[src/rtl/integer_execute.sv]
// Integer ALU execute stage: accepts one issued op per cycle, holds the result in a
// one-entry output register, and broadcasts a wakeup on each completed writeback handshake.
module integer_execute #(
  parameter int XLEN             = 32,
  parameter int ROB_TAG_WIDTH    = 5,
  parameter int ALU_OP_WIDTH     = 4,
  parameter int ISSUE_DATA_WIDTH = ALU_OP_WIDTH + 2*XLEN + ROB_TAG_WIDTH
) (
  input  logic                        clk,
  input  logic                        rst_aL,
  input  logic                        issue_valid,
  output logic                        issue_ready,
  input  logic [ISSUE_DATA_WIDTH-1:0] issue_data,
  input  logic                        flush,
  output logic                        wb_valid,
  input  logic                        wb_ready,
  output logic [ROB_TAG_WIDTH-1:0]    wb_rob_tag,
  output logic [XLEN-1:0]             wb_data,
  output logic                        wakeup_valid,
  output logic [ROB_TAG_WIDTH-1:0]    wakeup_tag,
  output logic [XLEN-1:0]             wakeup_data
);

  localparam int SHAMT_W = $clog2(XLEN);

  localparam logic [ALU_OP_WIDTH-1:0] OP_ADD   = ALU_OP_WIDTH'(0);
  localparam logic [ALU_OP_WIDTH-1:0] OP_SUB   = ALU_OP_WIDTH'(1);
  localparam logic [ALU_OP_WIDTH-1:0] OP_SLL   = ALU_OP_WIDTH'(2);
  localparam logic [ALU_OP_WIDTH-1:0] OP_SLT   = ALU_OP_WIDTH'(3);
  localparam logic [ALU_OP_WIDTH-1:0] OP_SLTU  = ALU_OP_WIDTH'(4);
  localparam logic [ALU_OP_WIDTH-1:0] OP_XOR   = ALU_OP_WIDTH'(5);
  localparam logic [ALU_OP_WIDTH-1:0] OP_SRL   = ALU_OP_WIDTH'(6);
  localparam logic [ALU_OP_WIDTH-1:0] OP_SRA   = ALU_OP_WIDTH'(7);
  localparam logic [ALU_OP_WIDTH-1:0] OP_OR    = ALU_OP_WIDTH'(8);
  localparam logic [ALU_OP_WIDTH-1:0] OP_AND   = ALU_OP_WIDTH'(9);
  localparam logic [ALU_OP_WIDTH-1:0] OP_PASSB = ALU_OP_WIDTH'(10);

  logic [ALU_OP_WIDTH-1:0]  alu_op;
  logic [XLEN-1:0]          opa;
  logic [XLEN-1:0]          opb;
  logic [ROB_TAG_WIDTH-1:0] in_tag;
  logic [SHAMT_W-1:0]       shamt;
  logic [XLEN-1:0]          alu_result;

  logic                     out_valid;
  logic [ROB_TAG_WIDTH-1:0] out_tag;
  logic [XLEN-1:0]          out_data;
  logic                     accept;
  logic                     retire;

  assign {alu_op, opa, opb, in_tag} = issue_data;
  assign shamt = opb[SHAMT_W-1:0];

  always_comb begin
    alu_result = '0;
    case (alu_op)
      OP_ADD:   alu_result = opa + opb;
      OP_SUB:   alu_result = opa - opb;
      OP_SLL:   alu_result = opa << shamt;
      OP_SLT:   alu_result = XLEN'($signed(opa) < $signed(opb));
      OP_SLTU:  alu_result = XLEN'(opa < opb);
      OP_XOR:   alu_result = opa ^ opb;
      OP_SRL:   alu_result = opa >> shamt;
      OP_SRA:   alu_result = XLEN'($signed(opa) >>> shamt);
      OP_OR:    alu_result = opa | opb;
      OP_AND:   alu_result = opa & opb;
      OP_PASSB: alu_result = opb;
      default:  alu_result = '0;
    endcase
  end

  // A retiring result frees the register in the same cycle, so a new op can refill it.
  assign issue_ready = ~out_valid | wb_ready;
  assign accept      = issue_valid & issue_ready & ~flush;
  assign retire      = out_valid & wb_ready;

  always_ff @(posedge clk or negedge rst_aL) begin
    if (!rst_aL) begin
      out_valid <= 1'b0;
      out_tag   <= '0;
      out_data  <= '0;
    end else if (flush) begin
      out_valid <= 1'b0;
    end else if (accept) begin
      out_valid <= 1'b1;
      out_tag   <= in_tag;
      out_data  <= alu_result;
    end else if (retire) begin
      out_valid <= 1'b0;
    end
  end

  assign wb_valid     = out_valid;
  assign wb_rob_tag   = out_tag;
  assign wb_data      = out_data;
  assign wakeup_valid = retire & ~flush;
  assign wakeup_tag   = out_tag;
  assign wakeup_data  = out_data;

endmodule

[config.mk]
export PLATFORM = sky130hd
export DESIGN_NAME = integer_execute
export DESIGN_NICKNAME = d
export VERILOG_FILES = /design/src/rtl/integer_execute.sv
export SDC_FILE = /design/constraint.sdc
export NUM_CORES = 1
export LEC_CHECK = 0
export CORE_AREA = 2 2 143 145
export CTS_CLUSTER_DIAMETER = 100
export DETAILED_ROUTE_END_ITERATION = 16
export DIE_AREA = 0 0 145 147
export MAX_ROUTING_LAYER = met4
export PLACE_DENSITY = 0.83
export SYNTH_ARGS = -nofsm -noshare
export SYNTH_HDL_FRONTEND = slang
export SYNTH_SLANG_ARGS = --single-unit
[constraint.sdc]
create_clock -name clk -period 2.7 [get_ports clk]
set_input_delay 0.27 -clock clk [delete_from_list [all_inputs] [get_ports clk]]
set_output_delay 0.27 -clock clk [all_outputs]
set_load 0.005 [all_outputs]
==> results of run 1 <==
[what timing repair did]
item / 4_1_cts
endpoints found under the setup margin: 28
gates resized for setup: 133
pin swaps: 32
setup buffers: 21
[Yosys cell counts (6+ instances only)]
| master | instances | share of area (%) |
|---|---|---|
| buf_4 | 43 | 2.9 |
| nor4_1 | 10 | 0.56 |
| a221oi_1 | 16 | 1.2 |
| nand3_1 | 32 | 1.4 |
| mux2_2 | 16 | 1.6 |
| a222oi_1 | 14 | 1.2 |
| a211o_1 | 9 | 0.70 |
| a22oi_1 | 16 | 1.1 |
| o22ai_1 | 18 | 1.0 |
| a31oi_1 | 19 | 1.1 |
| or3_1 | 12 | 0.67 |
| inv_1 | 94 | 3.1 |
| a2111oi_0 | 14 | 1.1 |
| ha_1 | 100 | 11 |
| nor3_1 | 40 | 1.8 |
| o31ai_1 | 14 | 0.93 |
| mux2_4 | 6 | 0.80 |
| a21oi_1 | 126 | 5.6 |
| a221o_1 | 6 | 0.53 |
| nand4_1 | 9 | 0.50 |
| and3_1 | 12 | 0.67 |
| nand2b_1 | 14 | 0.78 |
| buf_6 | 6 | 0.60 |
| buf_1 | 10 | 0.33 |
| nor2b_1 | 20 | 1.1 |
| nand2_1 | 155 | 5.2 |
| a22o_1 | 7 | 0.55 |
| dfrtp_1 | 38 | 8.5 |
| o221ai_1 | 13 | 1.0 |
| a21o_1 | 29 | 1.9 |
| a211oi_1 | 23 | 1.5 |
| o211ai_1 | 23 | 1.5 |
| clkbuf_1 | 81 | 2.7 |
| and2_1 | 6 | 0.33 |
| o21ai_0 | 104 | 4.6 |
| o32ai_1 | 6 | 0.47 |
| buf_2 | 17 | 0.76 |
| o2111ai_1 | 6 | 0.47 |
| o21a_1 | 8 | 0.53 |
| a311oi_1 | 8 | 0.62 |
| mux2i_1 | 50 | 4.4 |
| nor2_1 | 151 | 5.0 |
| o21bai_1 | 9 | 0.60 |
| mux4_2 | 43 | 8.6 |
[per-layer routing]
layer,GRT overflow,global-route usage [%]
met5,-,-
met4,80,85.94
met3,8,73.01
met2,79,95.55
met1,6,82.82
[through the flow]
| step | instance area [um2] | utilization [%] | hold WS [ps] |
|---|---|---|---|
| after global placement | 16230 | 81.79 | 459.2 |
| after floorplan | 11390 | - | -25.59 |
| after CTS | 16960 | 85.47 | 162.3 |
| after detailed placement | 16230 | 81.79 | 465.1 |
[cells by family after synthesis]
kind of cell,after synthesis,share of synthesized area [%]
AOI/OAI and AO/OA,537,32.41
xor gates and xnor gates,6,0.4673
adders and majority gates,102,11.48
buffers and inverters,253,10.61
DFF,38,8.455
muxes,119,16.40
and+or+nand+nor,491,20.18
==> results.md, run 1 <==
- Outcome: stopped before the end
- Stopped at: 5_1_grt
- Stop err: [ERROR GRT-0232] Routing congestion too high. Check the congestion heatmap in the GUI.
- Mapped cell area: 11250 um2
- Syn Area/Cell: 7.275 um2
- GPL Wtd Cong: around 1.4
- Die Wd: 145 um
- Mapped Cells: around 1500
- CTS Buf Count: 5
- Starting density of the core: a little under three fifths
- CTS Buffer Depth: 2
- Largest net degree at the start of global routing: 66
- Ys Warns: 0
- Post-synth EDFFs: 0
- Core Rows: between 50 and 60
- Clock Sinks: 38
- Root buf cell: clkbuf_16
- Synthesized Nets: around 1700
- FF+latch count, synth: 38
- # placed instances: 2303
- Synth unique cells: 85
- H-tree levels: 2
- Hold_buf cts: 0
- Top_reg_cell synth: dfrtp_1
- Final HPWL DP: approximately 47000 um
- Io pins: roughly 160
- Synth async-reset ratio: between 90% and 100%
- Die Height: between 100 and 150 um
- Post-synthesis sequential area ratio: under 10%
- Grt ovf: between 150 and 200
- Buffers added on ports: between 150 and 200
- Dpl ws: -745.6 ps
- GRT Total Usage: roughly 85%
==> run 2, diff against run 1 <==
- CORE_AREA: 2 2 143 145 -> 2 2 171 173
- CTS_CLUSTER_DIAMETER: 100 -> not set
- DIE_AREA: 0 0 145 147 -> 0 0 173 175
- MAX_ROUTING_LAYER: met4 -> not set
- PLACE_DENSITY: 0.83 -> not set
- PLACE_DENSITY_LB_ADDON: not set -> 0.15
==> run 2 against run 1 <==
  * The flow now finishes, with violations (negative setup slack)
  * Synthesized cell count unchanged
  * Synthesized area stayed put
==> results.md, run 2 <==
- Outcome: complete, but fails checks
- Failing checks: negative setup slack
- CP cell instances: buf_8, ha_4, fa_2, o21ba_4, or4_4, nand4_1, a2111oi_4, buf_6, o21ai_1, buf_4, o211ai_1, nand3b_1, a22oi_1
- # placed instances: 2481
- Commonest non-fill, non-tap cell in the layout: buf_4
- Final wirelength: about 64000 um
- Antenna Nets Post-Route: 0
- Fill count: around 2600
- Largest net degree at the start of global routing: 54
- Starting density of the core: 39.61%
- CTS Buffer Depth: 2
- Layout cells sized above 1: 39.12%
- Core area: around 28000 um2
- WP buf/inv: 3
- Crit path DAT: between 2000 and 3000 ps
- Core Rows: just over 60
- Slew @ Worst Pin: 676.0 ps
- Die area: about 30000 um2
- Ys Warns: 0
- Max VDD drop: ~0.21 mV
- RSZ-0062 raised after global routing: true
- Top-area cell type share of the netlist area: roughly 11%
- Setup crit start kind: primary input
- Die Height: about 180 um
- CTS tree: yes
- Synth top cells by count: nand2_1 (155), nor2_1 (151), a21oi_1 (126)
- GRT Total Usage: ~40%
- Most common cell in the netlist: nand2_1
- Grt ovf: 0
- Slowest cell delay on critical path: between 500 and 600 ps
- H-tree levels: 2
- Post-synth EDFFs: 0
- Leak Pwr: approximately 8.3 nW
- Mapped Cells: 1546
- CTS Buf Count: 5
- Mapped cell area: roughly 11000 um2
- Max Freq: between 300 and 400 MHz
- Post-placement cell area: ~17000 um2
- Slowest-stage cell, CP: or4_4
- GPL Wtd Cong: ~1.1
- DRC: 0
- First DRT Iteration DRCs: 1829
- Crit share post-route: 102.8%
- Synth unique cells: 85
- CP delay by family, top: simple AND/OR/NAND/NOR gates
- First-pass GRT wire length: 94130 um
- Non-filler instance count after layout: between 2000 and 3000
- Final Max Slew Viols: 0
- Crit path required time: between 2000 and 3000 ps
- Post-synthesis sequential area ratio: around 8.5%
- Post-DR wirelength/cell: 25.56 um
- Commonest cells after routing, fill and taps aside: buf_4 (548), nand2_1 (150), nor2_1 (147)
- MaxCap Viol Count: 0
- Synth async-reset ratio: 100.0%
- Post-synth top area cell: ha_1
- CTS clk-pin slew, worst paths: ~70 ps
- CP max FO: 6
- Vias in the first global route: ~15000
- Layout Cell Area excl Fill: 18140 um2
- FF+latch count, synth: 38
- Io pins: between 150 and 200
- CP Capture Type: register
- Top_reg_cell synth: dfrtp_1
- Post-Route Setup TNS: -204.0 ps
- Clock Sinks: 38
- Layout Skew: about 7.4 ps
- Final HPWL DP: 52560 um
- Synthesized Nets: around 1700
- Total power: approximately 5.3 mW
- DRT Pass-1 Iters: 8
- Synth-to-Final Area Change: 61.26%
- Worst-Skew Late Latency: ~300 ps
- Number of vias in the routed layout: roughly 16000
- Via-per-instance ratio: around 6
- Die Wd: 173 um
- Initial antenna violation count: 0
- Syn Area/Cell: around 7.3 um2
- Root buf cell: clkbuf_16
- Area of the multi-input gates: 10000 um2
- Max FFs per register: 32
- Slew HR: 54.93%
- CP Class: in -> reg
- Buffers added on ports: between 150 and 200
- Dpl ws: -772.6 ps
- Register area: about 950 um2
- Top post-synthesis cells by area: ha_1 (11%), mux4_2 (8.6%), dfrtp_1 (8.5%), a21oi_1 (5.6%), nand2_1 (5.2%)
- Min cycle time layout: 2776 ps
- ANT cells: 0
- Fin. Hold Viols: 0
- Final nets: 2316
- PD cells: 290.1 nW/um2
- Setup WS post-layout: -76.34 ps
- Final setup viols: 5
- Tightest Hold Check Type: in -> async
## run 2: cells by family after synthesis
group                      Yosys count  synth area share [%]
muxes                              119                 16.40
buffers and inverters              253                 10.61
AOI/OAI and AO/OA                  537                 32.41
xor gates and xnor gates             6                0.4673
adders and majority gates          102                 11.48
and+or+nand+nor                    491                 20.18
DFF                                 38                 8.455
## run 2: area by class of cell
class | count | area share [%]
inverters | 95 | 2.021
repair buffers | 741 | 34.01
clock buffers | 6 | 0.7105
flip-flops and latches | 38 | 5.243
multi-input cells | 1255 | 55.16
well taps | 384 | 2.649
clock inverters | 2 | 0.2070
## run 2: report_power, final
part	switching, mW	internal (mW)
registers	0.0848	0.646
clock network	0.289	0.438
logic	1.93	1.87
## run 2: layer usage
layer  routed length, um  track usage (%)
met1               25570            52.93
met5                   0                0
met2               29110            66.47
met3                5524            5.309
met4                4238            22.95
## run 2: timing repair
action / in CTS / in global routing
pin swaps: 41 / 43
gates resized for setup: 193 / 90
endpoints found under the hold margin: 15 / 0
setup endpoints to repair: 31 / 28
hold buffers: 1 / 0
setup buffers: 23 / 9
## run 2: path summary, 6_finish.rpt
check / from / to / slack [ps] / depth (start not counted)
setup / recovery: issue_data[5] / wakeup_data[0] / -80 / 13
hold / removal: rst_aL / wakeup_tag[3] / 500 / 2
setup reg to reg: wb_valid / wakeup_data[26] / 110 / 9
hold reg to reg: wakeup_data[9] / wakeup_data[9] / 510 / 2
max in group asynchronous: rst_aL / wakeup_data[10] / 1440 / 3
min in group clk: wakeup_data[9] / wakeup_data[9] / 510 / 2
## run 2: worst register-to-register path, stage by stage (launching register included)
cell	delay, ps
dfrtp_1	420
nand2b_4	90
nand3b_1	190
a222oi_1	500
buf_4	190
nand3_2	80
a211o_4	370
or3_1	380
o22ai_1	170
a21oi_1	80
## run 2: metrics by stage
stage | util (%) | hold slack [ps]
2_1_floorplan | - | -25.59
3_3_place_gp | 59.43 | 274.9
6_report | 63.88 | 502.3
3_5_place_dp | 59.43 | 275.1
5_1_grt | 63.88 | 535.0
4_1_cts | 62.53 | 491.2
Note: power is estimated with default switching activity, not from simulation.
==> run 3, diff against run 2 <==
- TNS_END_PERCENT: not set -> 10
==> run 3 against run 2 <==
  * Combinational power hardly changed
  * Critical path depth fell by 3
  * Final cell count fell by 1.0%
  * Wire length is 0.85% higher
  * Clock skew fell by 1.3 ps
  * Clock power down 11%
  * Sequential cell count unchanged
  * Fmax is 1.1% higher
  * Setup slack improved by 30 ps
  * The flow still finishes with violations (negative setup slack)
  * Largest power group unchanged
  * Total power shrank 2.1%
  * Core utilization shrank 1.3 points
==> results.md, run 3 (synthesis gave the netlist of run 2 again) <==
- Worst-Skew Late Latency: around 310 ps
- Root buf cell: clkbuf_16
- Commonest cells after routing, fill and taps aside: buf_4 (538), nand2_1 (152), nor2_1 (148)
- Final Max Slew Viols: 0
- Die Wd: 173 um
- Tightest Hold Check Type: in -> async
- Io pins: 155
- H-tree levels: 2
- DRC: 0
- First DRT Iteration DRCs: slightly below 2000
- GPL Wtd Cong: around 1.1
- Slew HR: 25.80%
- Grt ovf: 0
- Vias in the first global route: ~15000
- First-pass GRT wire length: approximately 95000 um
- Crit path DAT: just under 3000 ps
- CTS clk-pin slew, worst paths: roughly 70 ps
- Crit path required time: ~2900 ps
- DRT Pass-1 Iters: 7
- Total power: a little over 5 mW
- Core area: around 28000 um2
- RSZ-0062 raised after global routing: true
- Post-DR wirelength/cell: roughly 26 um
- Max VDD drop: between 0.2 and 0.25 mV
- Antenna Nets Post-Route: 0
- MaxCap Viol Count: 0
- Final HPWL DP: between 50000 and 60000 um
- Core Rows: between 60 and 70
- Max FFs per register: 32
- Crit share post-route: 101.7%
- Slowest cell delay on critical path: between 500 and 600 ps
- CTS tree: yes
- PD cells: ~290 nW/um2
- CP max FO: 10
- Number of vias in the routed layout: 15660
- Die Height: 175 um
- Synth-to-Final Area Change: 57.98%
- Slew @ Worst Pin: between 1000 and 1500 ps
- Layout cells sized above 1: 38.06%
- Layout Skew: 6.077 ps
- Via-per-instance ratio: between 6 and 7
- GRT Total Usage: between 40% and 50%
- Min cycle time layout: 2747 ps
- Final setup viols: 5
- CTS Buf Count: 5
- Starting density of the core: between 30% and 40%
- WP buf/inv: 2
- CP Class: in -> reg
- Outcome: complete, but fails checks
- Leak Pwr: 8.045 nW
- CP cell instances: clkdlybuf4s50_1, buf_4, mux4_2, mux2i_1, o22a_1, nand3_1, a211o_1, or3_1, o22ai_1, a21oi_1
- Die area: a little over 30000 um2
- Fin. Hold Viols: 0
- Initial antenna violation count: 2
- Max Freq: between 300 and 400 MHz
- Clock Sinks: 38
- CTS Buffer Depth: 2
- Final wirelength: 65000 um
- Hold_buf cts: 0
- Hold_ws: around 160 ps
- Dpl ws: -938.9 ps
- CP Capture Type: register
- Final nets: approximately 2300
- Largest net degree at the start of global routing: 65
- Buffers added on ports: roughly 150
- CP delay by family, top: compound AO/OA/AOI/OAI gates
- Setup crit start kind: primary input
- Slowest-stage cell, CP: mux4_2
- Commonest non-fill, non-tap cell in the layout: buf_4
- Failing checks: negative setup slack
- Setup WS post-layout: -46.73 ps
## run 3: changes by cell type in the layout (fill, tap and decap cells not counted), sizes merged, moves of 2 or more
cell / change
dlymetal6s2s: -5
clkdlybuf4s50: +9
clkdlybuf4s15: +2
dlygate4sd2: -5
buf: -26
## run 3: power by group
group | internal [mW] | switching [mW]
sequential | 0.646 | 0.0824
combinational | 1.84 | 1.94
clock | 0.340 | 0.309
## run 3: per-stage QoR
stage	cell area (um2)	TNS [ps]	util, %	instances
3_3_place_gp	16820	-20490	59.24	2477
5_1_grt	17770	-796.4	62.57	2494
3_5_place_dp	16820	-21250	59.24	2477
6_report	17770	-125.9	62.58	2495
2_1_floorplan	11360	-2718	-	1546
4_1_cts	17530	-162.6	61.73	2489
## run 3: final cells by class
cell class	count	area [um2]
inverters	95	364.1
clock inverters	1	7.507
diodes	1	2.502
fillers	2717	10620
flip-flops and latches	38	950.9
repair buffers	715	5902
multi-input cells	1255	9932
clock buffers	6	128.9
well taps	384	480.5
## run 3: path summary, 6_finish.rpt
kind / startpoint / to / slack, ps / depth (start not counted)
setup reg to reg: wb_valid / wakeup_data[21] / 320 / 8
hold / removal: rst_aL / wakeup_data[26] / 160 / 1
min in group clk: wakeup_data[9] / wakeup_data[9] / 510 / 2
max in group asynchronous: rst_aL / wakeup_data[3] / 1840 / 1
setup / recovery: issue_data[60] / wakeup_data[26] / -50 / 10
hold reg to reg: wakeup_data[9] / wakeup_data[9] / 510 / 2
## run 3: repair_timing
action | CTS | global route
pin swaps | 37 | 22
setup buffers | 8 | 5
resized for setup | 176 | 61
setup endpoints to repair | 29 | 30
## run 3: routing by layer
metal  global-route usage, %  routed length (um)  up-vias
li1                        -                   -     6886
met1                   53.25               25140     7545
met2                   65.77               29070     1004
met3                   5.287                5797      225
met4                   27.54                4994        0
met5                       0                   0        -
==> run 4, diff against run 3 <==
- PLACE_DENSITY: not set -> 0.69
- PLACE_DENSITY_LB_ADDON: 0.15 -> not set
==> run 4 against run 3 <==
  * Critical endpoint is now wakeup_data[0]
  * Clock power grew 11%
  * Wire length shrank 2.9%
  * Count of clock-buffer cells in the layout shrank 1
  * Via count shrank 1.5%
  * Total power grew 1.1%
  * Register-to-register slack lost 40 ps
  * Cell area grew 0.23%
  * Global-route usage shrank 1.4 points
  * Setup slack lost 120 ps
  * Combinational power is essentially flat
  * Clock skew grew 4.4 ps
  * The flow still finishes with violations (negative setup slack)
  * Final cell count shrank 0.52%
==> results.md, run 4 (synthesis gave the netlist of run 2 again) <==
- Initial antenna violation count: 1
- Area of the multi-input gates: between 9000 and 10000 um2
- # placed instances: 2470
- ANT cells: 0
- Synth-to-Final Area Change: 58.35%
- DRC: 0
- Slew @ Worst Pin: 1076 ps
- GPL Wtd Cong: 1.078
- Commonest cells after routing, fill and taps aside: buf_4 (520), nand2_1 (153), nor2_1 (148)
- Max Freq: ~350 MHz
- Hold_buf cts: 0
- CTS tree: yes
- Register area: around 950 um2
- Core Rows: 62
- CTS clk-pin slew, worst paths: around 70 ps
- FF-to-FF Start: wb_valid
- PD cells: 292.5 nW/um2
- Final setup viols: 14
- Grt ovf: 0
- Die Height: approximately 180 um
- Final HPWL DP: around 52000 um
- Failing checks: negative setup slack
- Worst setup path startpoint: issue_data[44]
- Min cycle time layout: 2864 ps
- Layout Skew: ~10 ps
- Slowest cell delay on critical path: approximately 480 ps
- Final nets: about 2300
- Die Wd: about 170 um
- Final Max Slew Viols: 0
- CP cell instances: clkdlybuf4s50_1, inv_1, ha_4, nor2b_1, nor2_4, nand4_1, a2111oi_4, buf_6, o21ai_2, buf_4, o211ai_1, nand3b_1, a22oi_1
- Worst-Skew Late Latency: about 300 ps
- RSZ-0062 raised after global routing: true
- Layout cells sized above 1: between 30% and 40%
- Antenna Nets Post-Route: 0
- Root buf cell: clkbuf_16
- CP Class: in -> reg
- Final wirelength: about 63000 um
- Crit path required time: between 2000 and 3000 ps
- DRT Pass-1 Iters: 8
- Setup crit start kind: primary input
- CTS Buf Count: 5
- First DRT Iteration DRCs: approximately 1800
- Commonest non-fill, non-tap cell in the layout: buf_4
- H-tree levels: 2
- Via-per-instance ratio: between 6 and 7
- Max FFs per register: 32
- Fill count: ~2600
- CP Capture Type: register
- Setup WS post-layout: -163.9 ps
- Largest net degree at the start of global routing: 56
- Worst r2r dst: wakeup_data[26]
- Buffers added on ports: approximately 150
- Number of vias in the routed layout: between 15000 and 20000
- Slowest-stage cell, CP: clkdlybuf4s50_1
- Outcome: complete, but fails checks
- Max VDD drop: 0.2779 mV
- Non-filler instance count after layout: between 2000 and 2500
- GRT Total Usage: between 40% and 50%
- First-pass GRT wire length: between 90000 and 100000 um
- Crit path DAT: about 3100 ps
- Vias in the first global route: 15026
- Crit share post-route: 106.1%
- Post-placement cell area: ~17000 um2
- Fin. Hold Viols: 0
- Tightest Hold Check Type: in -> async
- CTS Buffer Depth: 2
- CP max FO: 5
- Io pins: ~160
- Starting density of the core: 39.61%
- Clock Sinks: 38
- Slew HR: 28.30%
- Reg2reg setup slack: between 200 and 300 ps
- Die area: about 30000 um2
- Reg2reg path depth: 9
- MaxCap Viol Count: 0
- Layout Cell Area excl Fill: 17810 um2
- Post-Route Setup TNS: -1182 ps
- Leak Pwr: 8.119 nW
- Core area: 28390 um2
- Post-DR wirelength/cell: between 20 and 30 um
## run 4: worst max path at each step
stage,endpoint,slack [ps],cells after the start
2_1_floorplan,wakeup_data[28],-220,15
3_3_place_gp,wakeup_data[9],-920,13
3_5_place_dp,wakeup_data[9],-970,13
4_1_cts,wakeup_data[26],-160,12
5_1_grt,wakeup_data[30],-230,14
6_report,wakeup_data[0],-160,13
## run 4: area by class of cell
| cell class | count | area share [%] |
|---|---|---|
| clock buffer | 5 | 0.7025 |
| clock inverter | 3 | 0.2248 |
| inverter | 95 | 2.044 |
| multi-input combinational | 1255 | 55.97 |
| sequential | 38 | 5.339 |
| tap | 384 | 2.698 |
| timing repair buffer | 702 | 33.02 |
## run 4: power breakdown
group / leakage, nW / switching (mW) / internal [mW]
clock: 0.0836 / 0.289 / 0.434
sequential: 0.499 / 0.0842 / 0.646
combinational: 7.54 / 1.92 / 1.84
## run 4: what timing repair did
| action | in CTS | in global routing |
|---|---|---|
| resized for setup | 98 | 119 |
| buffers inserted | 2 | 5 |
| pin swaps | 23 | 40 |
| setup endpoints to repair | 30 | 31 |
## run 4: worst max-delay path, delay by kind of cell
| kind | cells | cell delay [ps] |
|---|---|---|
| and+or+nand+nor | 4 | 570 |
| AOI/OAI and AO/OA | 4 | 1030 |
| buffers and inverters | 4 | 920 |
| adders and majority gates | 1 | 290 |
## run 4: per-layer routing
| layer | vias up | wire length (um) | track usage, % |
|---|---|---|---|
| met5 | - | 17 | 0 |
| met4 | 2 | 4935 | 26.09 |
| met3 | 205 | 5922 | 6.789 |
| met2 | 947 | 27730 | 63.47 |
| met1 | 7405 | 24530 | 50.80 |
| li1 | 6872 | - | - |
## run 4: metrics by stage
step	total power [mW]	worst slack (ps)	hold WS, ps	util [%]
2_1_floorplan	2.306	-224.4	-25.59	-
6_report	5.209	-163.9	171.3	62.73
4_1_cts	5.001	-164.0	187.3	60.97
5_1_grt	5.440	-226.5	231.1	62.73
3_3_place_gp	4.141	-921.2	479.7	59.12
3_5_place_dp	4.183	-965.4	500.1	59.12
==> RTL change: new RTL, config.mk and constraints of run 2 <==
Remove the case item `OP_SUB` of the case on `alu_op`.
--- a/src/rtl/integer_execute.sv
+++ b/src/rtl/integer_execute.sv
@@ -56,5 +56,4 @@
     case (alu_op)
       OP_ADD:   alu_result = opa + opb;
-      OP_SUB:   alu_result = opa - opb;
       OP_SLL:   alu_result = opa << shamt;
       OP_SLT:   alu_result = XLEN'($signed(opa) < $signed(opb));
Formal check against the unedited RTL: not equivalent (a bounded check fails within 4 cycles, from zero or initial values and one cycle with rst_aL low).
==> RTL change against run 2 <==
Sequential cell count stayed put; setup slack better by 0.11 ns; sequential power is 5.3% lower; fmax is 4.2% higher; core utilization is 12 points lower; die area stayed put; clock skew is 0.0016 ns higher; non-clock buffer count is 178 lower; area after synthesis is 14% lower; routed wire length is 23% lower; total power is 17% lower; design area is 19% lower; cell count is 15% lower; critical endpoint is now wakeup_data[12]$_DFFE_PN0P_; highest routed layer unchanged.
==> RTL change: results (changes against run 2) <==
Worst IR Drop VDD = 0.2240 mV (was 0.2121 mV)
Critical path endpoint = wakeup_data[12]$_DFFE_PN0P_ (was wakeup_data[0]$_DFFE_PN0P_)
CP Data Arrival Time = 2.85 ns (was 2.96 ns)
Top_reg_cell synth = dfrtp_1 (unchanged)
R2r setup slk = 0.52 ns (was 0.11 ns)
Place WS = -0.6976 ns (was -0.7726 ns)
Largest register FFs = 32 (unchanged)
Synth top area cells = ha_1 (13%), dfrtp_1 (9.9%), mux2i_1 (7.0%), mux4_2 (6.6%), nand2_1 (6.0%) (was ha_1 (11%), mux4_2 (8.6%), dfrtp_1 (8.5%), a21oi_1 (5.6%), nand2_1 (5.2%))
Worst hold path class = input port to async pin (unchanged)
Share of the yosys chip area belonging to registers = 0.09884 (was 0.08455)
GP Congestion = 1.019 (was 1.064)
Starting Density = 0.3388 (was 0.3961)
Setup Skew = 0.008951 ns (was 0.007393 ns)
Synth cell count leaders = nand2_1 (155), nor2_1 (141), a21oi_1 (112) (was nand2_1 (155), nor2_1 (151), a21oi_1 (126))
N_diodes = 0 (unchanged)
Bufs on Longest Clock Path = 2 (unchanged)
H-tree Lvls = 2 (unchanged)
Critical path origin = issue_data[48] (was issue_data[5])
Status = finished, final reports clean (was finished, violations left)
CTS root buffer = clkbuf_16 (unchanged)
Synth area leader = ha_1 (unchanged)
Asr flop ratio synth = 1.000 (unchanged)
Initial drt markers = 1240 (was 1829)
CP Max Fanout = 4 (was 6)
R2R Path Start = wb_valid$_DFFE_PN0P_ (unchanged)
Nets@finish = 1945 (was 2316)
First-pass GRT wire length = 73.82 mm (was 94.13 mm)
Ratio of cells with drive above 1 in the final layout = 0.3316 (was 0.3912)
Lkg Pwr = 6.754 nW (was 8.317 nW)
Worst-Skew Late Latency = 0.29 ns
Warnings from Yosys = 0 (unchanged)
Post-Route WL = 49.63 mm (was 64.45 mm)
TritonCTS buffer count = 5 (unchanged)
DP HPWL = 41.20 mm (was 52.56 mm)
Port bufs = 154 (unchanged)
Drt first pass iters = 5 (was 8)
Syn nets = 1519 (was 1726)
CTS clk-pin slew, worst paths = 0.06 ns
Vias = 12280 (was 15560)
Reg2reg path depth = 9 (unchanged)
Largest net degree at the start of global routing = 39 (was 54)
Least-Margin Pin Slew = 0.8482 ns (was 0.6760 ns)
RR Endpoint = wakeup_data[23]$_DFFE_PN0P_ (was wakeup_data[26]$_DFFE_PN0P_)
Crit path max-delay cell type = o41ai_4 (was or4_4)
Initial antenna violation count = 0 (unchanged)
CORE AREA = 0.02839 mm² (unchanged)
Yosys cell types = 77 (was 85)
Slowest stage delay, CP = 0.57 ns
Final min period = 2.665 ns (was 2.776 ns)
Global-route usage over all layers = 0.3173 (was 0.4105)
==> RTL change: worst max-delay path: cells and delay by family <==
family	cells	cell delay, ns
adders and majority gates	1	0.28
AOI/OAI and AO/OA	4	1.26
and+or+nand+nor	1	0.06
xor gates and xnor gates	1	0.16
buffers and inverters	4	0.80
==> RTL change: what timing repair did <==
| item | 4_1_cts | 5_1_grt |
|---|---|---|
| resized for setup | 117 | 67 |
| pin swaps | 32 | 21 |
| buffers inserted | 7 | 6 |
| endpoints found under the setup margin | 23 | 25 |
| cloned | 0 | 0 |
==> RTL change: kinds of logic (layout without fill, tap and decap cells) <==
kind of cell	after synthesis	after routing	synth area share
fa+ha+maj	98	98	0.1282
simple gates	399	399	0.1795
flops	38	38	0.09884
xor+xnor	22	22	0.02003
buf+inv	227	654	0.1170
mux	104	104	0.1462
compound gates	455	455	0.3102
==> RTL change: cell type report <==
| cell class | instances | area, µm² |
|---|---|---|
| multi-input combinational | 1078 | 8129 |
| timing repair buffer | 563 | 4667 |
| fill | 2854 | 13650 |
| inverter | 83 | 321.6 |
| sequential | 38 | 950.9 |
| tap | 384 | 480.5 |
| clock inverter | 3 | 68.82 |
| clock buffer | 5 | 125.1 |
==> RTL change: metal layers <==
metal | routed length (µm) | track usage | share of wire | vias to the layer above
met5 | 0 | 0 | 0 | -
met4 | 1621 | 0.09781 | 0.033 | 0
met3 | 4395 | 0.04787 | 0.089 | 83
met2 | 21590 | 0.5015 | 0.44 | 631
met1 | 22020 | 0.4445 | 0.44 | 5873
li1 | - | - | - | 5696
==> RTL change: stage by stage <==
step                cell area [µm²]  hold slack, ns    util  instances  TNS (ns)
detailed placement            13980          0.4289  0.4923       2136    -13.16
global route                  14740          0.1745  0.5193       2154   -0.1961
floorplan                      9792        -0.02559       -       1343   -0.2146
CTS                           14570          0.1199  0.5131       2149  -0.02993
global placement              13980          0.4249  0.4923       2136    -13.35
finish                        14740         0.08832  0.5193       2154         0
==> RTL change: report_power, final <==
part	internal [mW]	total (mW)	switching, mW
clock network	0.531	0.774	0.243
logic	1.41	2.89	1.48
registers	0.636	0.692	0.0556
==> RTL change: how the worst min path moves through the flow <==
stage	from	endpoint	slack, ns
after floorplan	rst_aL	wakeup_data[0]$_DFFE_PN0P_	-0.03
after global placement	rst_aL	wakeup_data[18]$_DFFE_PN0P_	0.42
after CTS	rst_aL	wakeup_data[9]$_DFFE_PN0P_	0.12
final	rst_aL	wakeup_data[18]$_DFFE_PN0P_	0.09
after detailed placement	rst_aL	wakeup_data[18]$_DFFE_PN0P_	0.43
after global routing	rst_aL	wakeup_data[18]$_DFFE_PN0P_	0.17
